`src/rtl/token_precision_encoder.sv`:
```
// ---------------------------------------------------------------------------
// token_precision_encoder
//
// Producer side of the mixed-precision attention datapath. Collects one Q1.15
// attention column and tracks its peak magnitude. It then picks a per-column
// precision code (INT4 / INT8 / FP16) and emits the column quantized into the
// low bits of 16-bit words.
//
// Build option:
//   TPE_ROUND_EN - when defined, INT8/INT4 use round-half-up (addend 128/2048);
//                  when undefined, plain truncation (addend 0). Saturation,
//                  the FP16 path and the precision decision are identical.
//
// Ports:
//   clk, rst_n      - clock (rising edge), asynchronous active-low reset
//   start           - begin a matrix (only honoured in IDLE)
//   in_valid/ready  - input element handshake; in_ready high only in COLLECT
//   in_data         - signed Q1.15 element, row order within a column
//   out_valid/ready - quantized element handshake (registered outputs)
//   out_data        - quantized element, sign-extended to 16 bits
//   out_row/out_col - position of out_data in the matrix
//   precision_sel   - per-column code: 00 INT4, 01 INT8, 10 FP16
//   busy            - high whenever the FSM is not IDLE
//   done            - one-cycle pulse once the last column has been emitted
// ---------------------------------------------------------------------------
module token_precision_encoder #(
    parameter int          A_ROWS   = 8,
    parameter int          NUM_COLS = 8,
    parameter logic [15:0] THR_HI   = 16'h2000,
    parameter logic [15:0] THR_LO   = 16'h0800
) (
    input  logic                          clk,
    input  logic                          rst_n,
    input  logic                          start,
    input  logic                          in_valid,
    output logic                          in_ready,
    input  logic signed [15:0]            in_data,
    output logic                          out_valid,
    input  logic                          out_ready,
    output logic signed [15:0]            out_data,
    output logic [$clog2(A_ROWS)-1:0]     out_row,
    output logic [$clog2(NUM_COLS)-1:0]   out_col,
    output logic [NUM_COLS-1:0][1:0]      precision_sel,
    output logic                          busy,
    output logic                          done
);

    localparam int RW = $clog2(A_ROWS);
    localparam int CW = $clog2(NUM_COLS);
    localparam logic [RW-1:0] LAST_ROW = RW'(A_ROWS - 1);
    localparam logic [CW-1:0] LAST_COL = CW'(NUM_COLS - 1);

    localparam logic [1:0] SEL_INT4 = 2'b00;
    localparam logic [1:0] SEL_INT8 = 2'b01;
    localparam logic [1:0] SEL_FP16 = 2'b10;

`ifdef TPE_ROUND_EN
    localparam logic signed [16:0] ADD_INT8 = 17'sd128;
    localparam logic signed [16:0] ADD_INT4 = 17'sd2048;
`else
    localparam logic signed [16:0] ADD_INT8 = 17'sd0;
    localparam logic signed [16:0] ADD_INT4 = 17'sd0;
`endif

    typedef enum logic [2:0] {
        S_IDLE,
        S_COLLECT,
        S_DECIDE,
        S_EMIT,
        S_DONE
    } state_t;

    state_t state_q, state_d;

    logic [RW-1:0]             row_q;
    logic [CW-1:0]             col_q;
    logic [15:0]               peak_q;
    logic                      out_valid_q;
    logic signed [15:0]        out_data_q;
    logic [RW-1:0]             out_row_q;
    logic [CW-1:0]             out_col_q;
    logic [NUM_COLS-1:0][1:0]  sel_q;
    logic signed [15:0]        buf_q [A_ROWS];

    logic          in_hs;
    logic          out_hs;
    logic [15:0]   abs_in;
    logic [1:0]    sel_now;
    logic [RW-1:0] next_row;

    // |x| with -32768 saturating to 32767 so the peak always fits in 15 bits.
    function automatic logic [15:0] abs_sat(input logic signed [15:0] x);
        if (x == 16'sh8000)
            return 16'h7FFF;
        else if (x < 0)
            return 16'(-x);
        else
            return x;
    endfunction

    // Sign-extend to 17 bits before adding so +addend can never wrap.
    function automatic logic signed [16:0] round_add(input logic signed [15:0] x,
                                                     input logic signed [16:0] addend);
        return {x[15], x} + addend;
    endfunction

    // Clamp to [-lim-1, lim]; result is already sign-extended to 16 bits.
    function automatic logic signed [15:0] sat_q(input logic signed [16:0] v,
                                                 input logic signed [16:0] lim);
        if (v > lim)
            return lim[15:0];
        else if (v < (-lim - 17'sd1))
            return 16'(-lim - 17'sd1);
        else
            return v[15:0];
    endfunction

    function automatic logic signed [15:0] quantize(input logic signed [15:0] x,
                                                    input logic [1:0] sel);
        case (sel)
            SEL_INT8: return sat_q(round_add(x, ADD_INT8) >>> 8, 17'sd127);
            SEL_INT4: return sat_q(round_add(x, ADD_INT4) >>> 12, 17'sd7);
            default:  return x;
        endcase
    endfunction

    function automatic logic [1:0] decide(input logic [15:0] peak);
        if (peak >= THR_HI)
            return SEL_FP16;
        else if (peak >= THR_LO)
            return SEL_INT8;
        else
            return SEL_INT4;
    endfunction

    assign in_hs    = in_valid && in_ready;
    assign out_hs   = out_valid_q && out_ready;
    assign abs_in   = abs_sat(in_data);
    assign sel_now  = decide(peak_q);
    assign next_row = out_row_q + 1'b1;

    // ---- FSM: state register ----
    always_ff @(posedge clk or negedge rst_n) begin
        if (!rst_n)
            state_q <= S_IDLE;
        else
            state_q <= state_d;
    end

    // ---- FSM: next-state logic ----
    always_comb begin
        state_d = state_q;
        case (state_q)
            S_IDLE:    if (start) state_d = S_COLLECT;
            S_COLLECT: if (in_hs && (row_q == LAST_ROW)) state_d = S_DECIDE;
            S_DECIDE:  state_d = S_EMIT;
            S_EMIT: begin
                if (out_hs && (out_row_q == LAST_ROW))
                    state_d = (col_q == LAST_COL) ? S_DONE : S_COLLECT;
            end
            S_DONE:    state_d = S_IDLE;
            default:   state_d = S_IDLE;
        endcase
    end

    // ---- FSM: outputs decoded from state ----
    always_comb begin
        in_ready = (state_q == S_COLLECT);
        busy     = (state_q != S_IDLE);
        done     = (state_q == S_DONE);
    end

    // ---- Collect: column buffer (data only, not reset) ----
    always_ff @(posedge clk) begin
        if (in_hs)
            buf_q[row_q] <= in_data;
    end

    // ---- Control, peak tracking, decision and registered output stage ----
    always_ff @(posedge clk or negedge rst_n) begin
        if (!rst_n) begin
            row_q       <= '0;
            col_q       <= '0;
            peak_q      <= '0;
            out_valid_q <= 1'b0;
            out_data_q  <= '0;
            out_row_q   <= '0;
            out_col_q   <= '0;
            sel_q       <= {NUM_COLS{SEL_FP16}};
        end else begin
            case (state_q)
                S_IDLE: begin
                    if (start) begin
                        row_q  <= '0;
                        col_q  <= '0;
                        peak_q <= '0;
                    end
                end
                S_COLLECT: begin
                    if (in_hs) begin
                        row_q <= (row_q == LAST_ROW) ? '0 : row_q + 1'b1;
                        if (abs_in > peak_q)
                            peak_q <= abs_in;
                    end
                end
                S_DECIDE: begin
                    // Code is committed here so it is visible before row 0 leaves.
                    sel_q[col_q] <= sel_now;
                    out_valid_q  <= 1'b1;
                    out_data_q   <= quantize(buf_q[0], sel_now);
                    out_row_q    <= '0;
                    out_col_q    <= col_q;
                end
                S_EMIT: begin
                    if (out_hs) begin
                        if (out_row_q == LAST_ROW) begin
                            out_valid_q <= 1'b0;
                            row_q       <= '0;
                            peak_q      <= '0;
                            if (col_q != LAST_COL)
                                col_q <= col_q + 1'b1;
                        end else begin
                            out_row_q  <= next_row;
                            out_data_q <= quantize(buf_q[next_row], sel_q[col_q]);
                        end
                    end
                end
                S_DONE: begin
                    col_q <= '0;
                end
                default: ;
            endcase
        end
    end

    assign out_valid     = out_valid_q;
    assign out_data      = out_data_q;
    assign out_row       = out_row_q;
    assign out_col       = out_col_q;
    assign precision_sel = sel_q;

endmodule

```
`config.mk`:
```
export PLATFORM = sky130hd
export DESIGN_NAME = token_precision_encoder
export DESIGN_NICKNAME = d
export VERILOG_FILES = /design/src/rtl/token_precision_encoder.sv
export SDC_FILE = /design/constraint.sdc
export NUM_CORES = 1
export LEC_CHECK = 0
export CAP_MARGIN = 20
export CORE_ASPECT_RATIO = 1.5
export CORE_MARGIN = 4
export CORE_UTILIZATION = 45
export CTS_CLUSTER_DIAMETER = 150
export DETAILED_ROUTE_END_ITERATION = 8
export PLACE_DENSITY = 0.61
export SLEW_MARGIN = 15
export SYNTH_ARGS = -nofsm -noshare
export SYNTH_HDL_FRONTEND = slang
export SYNTH_SLANG_ARGS = --single-unit
export TNS_END_PERCENT = 5
```
`constraint.sdc`:
```
create_clock -name clk -period 5.5 [get_ports clk]
set_input_delay 1.1 -clock clk [delete_from_list [all_inputs] [get_ports clk]]
set_output_delay 1.1 -clock clk [all_outputs]
set_load 0.02 [all_outputs]
```
==> results of run 1 <==
[stage by stage]
step           setup slack (ns)  util, %  cells  power (uW)
3_3_place_gp              0.238     51.3    971        3920
6_report                  0.525     54.1   1004        5110
2_1_floorplan              1.09        -    659        3280
5_1_grt                   0.334     54.1   1004        5380
4_1_cts                   0.532     54.1   1003        5150
3_5_place_dp             0.0885     51.3    971        3980
[power by group through the flow]
stage / logic, uW / registers, uW / clock network (uW)
3_3_place_gp: 1940 / 1980 / 0
3_5_place_dp: 1980 / 1990 / 0
2_1_floorplan: 1280 / 2010 / 0
6_report: 1980 / 1960 / 1160
4_1_cts: 2000 / 1960 / 1190
5_1_grt: 2140 / 1990 / 1250
[state kept, by name (all words and copies together), names as in the netlist]
name           count
out_col            3
buf_q            128
row_q              3
peak_q            16
out_data          16
state_q            3
precision_sel     16
out_valid          1
out_row            3
col_q              3
[layout make-up]
cell class | instances | area (sq um)
Clock buffer | 17 | 425
Clock inverter | 15 | 131
Fill cell | 1666 | 9120
Inverter | 25 | 93.8
Multi-Input combinational cell | 409 | 3520
Sequential cell | 192 | 5460
Tap cell | 260 | 325
Timing Repair Buffer | 86 | 796
[per-layer routing]
metal / up-vias / GRT usage (%) / share of wire, %
li1: 2681 / - / -
met1: 2967 / 22.7 / 39
met2: 176 / 38.1 / 55
met3: 38 / 3.13 / 3.4
met4: 0 / 8.47 / 3.0
met5: - / 0 / 0
[cell families (layout without fill, tap and decap cells)]
logic type      after synthesis  after routing  share of synthesized area (%)
buf+inv                      58            143                           2.63
mux                          92             92                           15.6
xor+xnor                      8              8                          0.766
fa+ha+maj                    23             23                           3.15
compound gates              119            119                           9.40
flops                       192            192                           59.6
simple gates                167            167                           8.86
[worst max-delay path, cell delays in order]
cell and delay (ns):
clkdlybuf4s50_1 0.47, or4_1 0.81, o41ai_2 0.60, o211ai_2 0.17, o21a_1 0.15, ha_1 0.29, nand4_1 0.14, nor4_1 0.40
a21bo_2 0.29, a31oi_4 0.47, mux2_1 0.40
[worst paths after layout]
check	cells after the start	end	slack, ns
setup reg to reg	7	out_data[5]$_DFFE_PN0P_	2.40
setup / recovery	11	peak_q[3]$_DFFE_PN0P_	0.53
max in group asynchronous	2	out_row[0]$_DFFE_PN0P_	4.07
min in group asynchronous	2	col_q[1]$_DFFE_PN0P_	0.85
hold / removal	2	precision_sel[13]$_DFFE_PN1P_	0.49
hold reg to reg	2	precision_sel[13]$_DFFE_PN1P_	0.49
[cells in the final DEF (no fill, tap or decap), types with 7 or more instances in the layout]
| master | count |
|---|---|
| clkbuf_16 | 17 |
| clkdlybuf4s50_1 | 61 |
| ha_1 | 23 |
| nand2_1 | 67 |
| a21oi_1 | 26 |
| nor2b_1 | 7 |
| inv_1 | 24 |
| mux4_2 | 36 |
| o31ai_1 | 19 |
| mux2_2 | 34 |
| mux2i_1 | 15 |
| buf_4 | 24 |
| xor2_1 | 7 |
| nand3_1 | 15 |
| o21ai_0 | 23 |
| dfstp_2 | 8 |
| edfxtp_1 | 128 |
| dfrtp_1 | 55 |
| nor3_1 | 7 |
| nor2_1 | 27 |
| mux2_1 | 7 |
==> impl_metrics.json, run 1 <==
{
  "path_clk_slew_ns": 0.07,
  "synth_common_cells": "128 x edfxtp_1, 67 x nand2_1, 56 x dfrtp_1",
  "timing.hold.ws_ns": 0.487,
  "status": "complete, no violations",
  "synth_fp_nets": 703,
  "critical_path_class": "primary input to flip-flop",
  "vias": 5862,
  "avgSynthCellArea_sq_um": 13.9,
  "io_buffers": 62,
  "finalHoldViolations": 0,
  "end_kind": "flip-flop",
  "synthTopCellsByArea": "edfxtp_1 42%, dfrtp_1 15%, mux4_2 8.9%, mux2_2 4.2%, ha_1 3.1%",
  "routabilityCongestion": 0.876,
  "core_area_sq_mm": 0.0199,
  "ys.flop_type": "edfxtp_1",
  "grtUsageTotal_pct": 20.3,
  "p_seq_share_pct": 38.4,
  "yosys.area.top_type_share_pct": 42.0,
  "antenna_found_initial": 0,
  "grt_pass1_wl_um": 35300,
  "synth_seq_cells": 192,
  "cts_buffer_depth": 2,
  "fin_skew_ns": 0.00856,
  "power_per_cell_area_mw_per_mm2": 475,
  "required_ns": 5.82,
  "vias_per_cell": 5.84,
  "cts_tree": "built",
  "synth_warnings": 0,
  "ys_types": 61,
  "cts_resized": 0,
  "min_period_over_period_pct": 90.4,
  "place_area_sq_mm": 0.0102,
  "htreeDepth": 4,
  "slew_viol_final": 0,
  "place_hpwl_um": 15900,
  "setup_viol": 0,
  "antennaDiodeCount": 0,
  "wl_per_cell_um": 21.9,
  "fmax_mhz": 201,
  "r2r_start": "out_row[1]$_DFFE_PN0P_",
  "worstSkewPairLatency_ns": 0.44,
  "cts-root-buf": "clkbuf_16",
  "firstDrtPassIters": 5,
  "comb_power_share_pct": 38.9,
  "syn_inst": 659,
  "setup-tns-final_ns": 0,
  "worstPathMaxFanout": 13,
  "ios": 63,
  "routed_wl_um": 22000,
  "dr.first_iter.drc_count": 413,
  "areaGrowthSynthToFinish_pct": 17.5,
  "cts_buffers": 17,
  "p_leak_uw": 0.00392,
  "final_area_sq_mm": 0.0107,
  "maxSlewHeadroom_pct": 30.0,
  "cts_setup_buffers": 0,
  "cp.arrival_ns": 5.29,
  "synth_top_area_cell": "edfxtp_1",
  "synth_area_sq_mm": 0.00915,
  "finalCriticalPeriod_ns": 4.97,
  "ant_nets": 0,
  "min-delay-path-class": "flip-flop to flip-flop",
  "grt_max_degree": 65,
  "drc": 0,
  "yosysMostFrequentCell": "edfxtp_1",
  "dieArea_sq_mm": 0.0227,
  "netSwitchingFraction_pct": 36.5,
  "p_clk_share_pct": 22.7,
  "cp-startpoint": "in_data[2]",
  "p_switching_uw": 1860,
  "synth_edf_count": 128,
  "ctsHoldBuffers": 0,
  "tightestPinTransition_ns": 1.05,
  "synth_async_sr_flop_share_pct": 33.3,
  "ys_seq_area_share_pct": 59.6,
  "drive_above_1_share_pct": 21.8,
  "nets": 775,
  "internal_power_uw": 3240,
  "grt_overflow": 0,
  "dieWidth_um": 124,
  "start_kind": "primary input",
  "first_global_vias": 6228,
  "min-delay-start": "precision_sel[13]$_DFFE_PN1P_",
  "die_y_um": 183,
  "cts.sinks": 192,
  "initial_core_util_pct": 46.0,
  "ir_worst_vdd_mv": 0.233,
  "rows": 63,
  "rsz0062_at_grt": "false",
  "drv_cap": 0
}
Power figures use the tool's default switching activity.
==> run 2: changes to the inputs <==
- CTS_BUF_LIST: not set -> sky130_fd_sc_hd__clkbuf_4 sky130_fd_sc_hd__clkbuf_8
==> impl_metrics.json, run 2 (synthesized netlist as in run 1, its figures left out) <==
{
  "rows": 63,
  "required_ns": 5.85,
  "finalCriticalPeriod_ns": 4.93,
  "worstPathMaxFanout": 13,
  "antenna_found_initial": 0,
  "ir_worst_vdd_mv": 0.227,
  "rr_worst_depth": 7,
  "cts_resized": 0,
  "min-delay-path-class": "flip-flop to flip-flop",
  "routabilityCongestion": 0.876,
  "setup_viol": 0,
  "path_clk_slew_ns": 0.10,
  "ios": 63,
  "p_leak_uw": 0.00383,
  "fin_total_pwr_uw": 4790,
  "dr.max_layer_used": "met4",
  "crit_path_end": "peak_q[3]$_DFFE_PN0P_",
  "initial_core_util_pct": 46.0,
  "fmax_mhz": 203,
  "grt_pass1_wl_um": 34900,
  "maxSlewHeadroom_pct": 29.7,
  "min_period_over_period_pct": 89.6,
  "dr.first_iter.drc_count": 378,
  "setup-tns-final_ns": 0,
  "drc": 0,
  "met2_length_um": 12100,
  "grtUsageTotal_pct": 20.0,
  "dieWidth_um": 124,
  "cts_tree": "built",
  "wl_met1_um": 8390,
  "wl_met3_um": 771,
  "routed_wl_um": 21900,
  "tightestPinTransition_ns": 1.05,
  "place_hpwl_um": 15900,
  "nets": 775,
  "cts.sinks": 192,
  "io_buffers": 62,
  "core_area_sq_mm": 0.0199,
  "place_area_sq_mm": 0.0102,
  "rsz0062_at_grt": "false",
  "cts_buffers": 17,
  "areaGrowthSynthToFinish_pct": 15.4,
  "cp-startpoint": "in_data[2]",
  "critical_path_class": "primary input to flip-flop",
  "regArea_sq_mm": 0.00546,
  "final_common_cell": "edfxtp_1",
  "worstSkewPairLatency_ns": 0.47,
  "grt_max_degree": 65,
  "largest_reg_flops": 128,
  "final_area_sq_mm": 0.0106,
  "finalHoldViolations": 0,
  "power_per_cell_area_mw_per_mm2": 454,
  "cts-root-buf": "clkbuf_8",
  "cts_buffer_depth": 2,
  "htreeDepth": 4,
  "dieArea_sq_mm": 0.0227,
  "r2r_slack_ns": 2.43,
  "multi_input_area_sq_mm": 0.00352,
  "r2r_end": "out_data[5]$_DFFE_PN0P_",
  "cts_setup_buffers": 0,
  "top_register": "buf_q",
  "setup_ws_ns": 0.572,
  "slew_viol_final": 0,
  "wl_per_cell_um": 21.8,
  "vias": 5784,
  "first_global_vias": 6174,
  "start_kind": "primary input",
  "end_kind": "flip-flop",
  "firstDrtPassIters": 5,
  "cp.arrival_ns": 5.28,
  "grt_overflow": 0,
  "pre_cts_ws_ns": 0.0885,
  "antennaDiodeCount": 0,
  "ctsHoldBuffers": 0,
  "ant_nets": 0,
  "nFillCells": 1690,
  "die_y_um": 183,
  "drive_above_1_share_pct": 21.8,
  "mostFrequentLayoutCells": "128 x edfxtp_1, 67 x nand2_1, 61 x clkdlybuf4s50_1",
  "drv_cap": 0,
  "r2r_start": "out_row[1]$_DFFE_PN0P_",
  "fin_skew_ns": 0.0106,
  "status": "complete, no violations",
  "post-route-util_pct": 53.1,
  "vias_per_cell": 5.76
}
[run 2: metal layers]
layer	vias to the layer above	GRT usage, %
li1	2674	-
met1	2914	22.6
met2	161	37.2
met3	35	3.84
met4	0	7.59
met5	-	0
[run 2: through the flow]
stage / hold slack [ns] / cells
final: 0.494 / 1004
after global routing: 0.522 / 1004
after CTS: 0.496 / 1003
after detailed placement: 0.472 / 971
after global placement: 0.463 / 971
after floorplan: 0.458 / 659
[run 2: critical path, stage by stage]
cell and delay, ns:
clkdlybuf4s50_1 0.46, or4_1 0.81, o41ai_2 0.60, o211ai_2 0.17, o21a_1 0.15, ha_1 0.29
nand4_1 0.14, nor4_1 0.39, a21bo_2 0.29, a31oi_4 0.47, mux2_1 0.40
[run 2: final cells by class]
| class | count | area share, % |
|---|---|---|
| inverter | 25 | 0.889 |
| multi-input combinational | 409 | 33.3 |
| clock buffer | 17 | 2.22 |
| clock inverter | 15 | 1.24 |
| sequential | 192 | 51.7 |
| tap | 260 | 3.08 |
| timing repair buffer | 86 | 7.54 |
[run 2: where the power goes]
part / internal, uW / switching [uW] / leakage [uW] / total (uW)
clock network: 327 / 532 / 0.000187 / 859
registers: 1790 / 167 / 0.00194 / 1960
logic: 855 / 1120 / 0.00170 / 1970
total: 2970 / 1820 / 0.00383 / 4790
[run 2: worst min-delay path by stage]
stage,from,end,slack [ns],cells after the start
4_1_cts,out_col[2]$_DFFE_PN0P_,out_col[2]$_DFFE_PN0P_,0.50,2
2_1_floorplan,peak_q[1]$_DFFE_PN0P_,peak_q[1]$_DFFE_PN0P_,0.46,1
6_report,precision_sel[13]$_DFFE_PN1P_,precision_sel[13]$_DFFE_PN1P_,0.49,2
5_1_grt,out_data[9]$_DFFE_PN0P_,out_data[9]$_DFFE_PN0P_,0.52,2
3_5_place_dp,out_col[2]$_DFFE_PN0P_,out_col[2]$_DFFE_PN0P_,0.47,2
3_3_place_gp,out_col[2]$_DFFE_PN0P_,out_col[2]$_DFFE_PN0P_,0.46,2
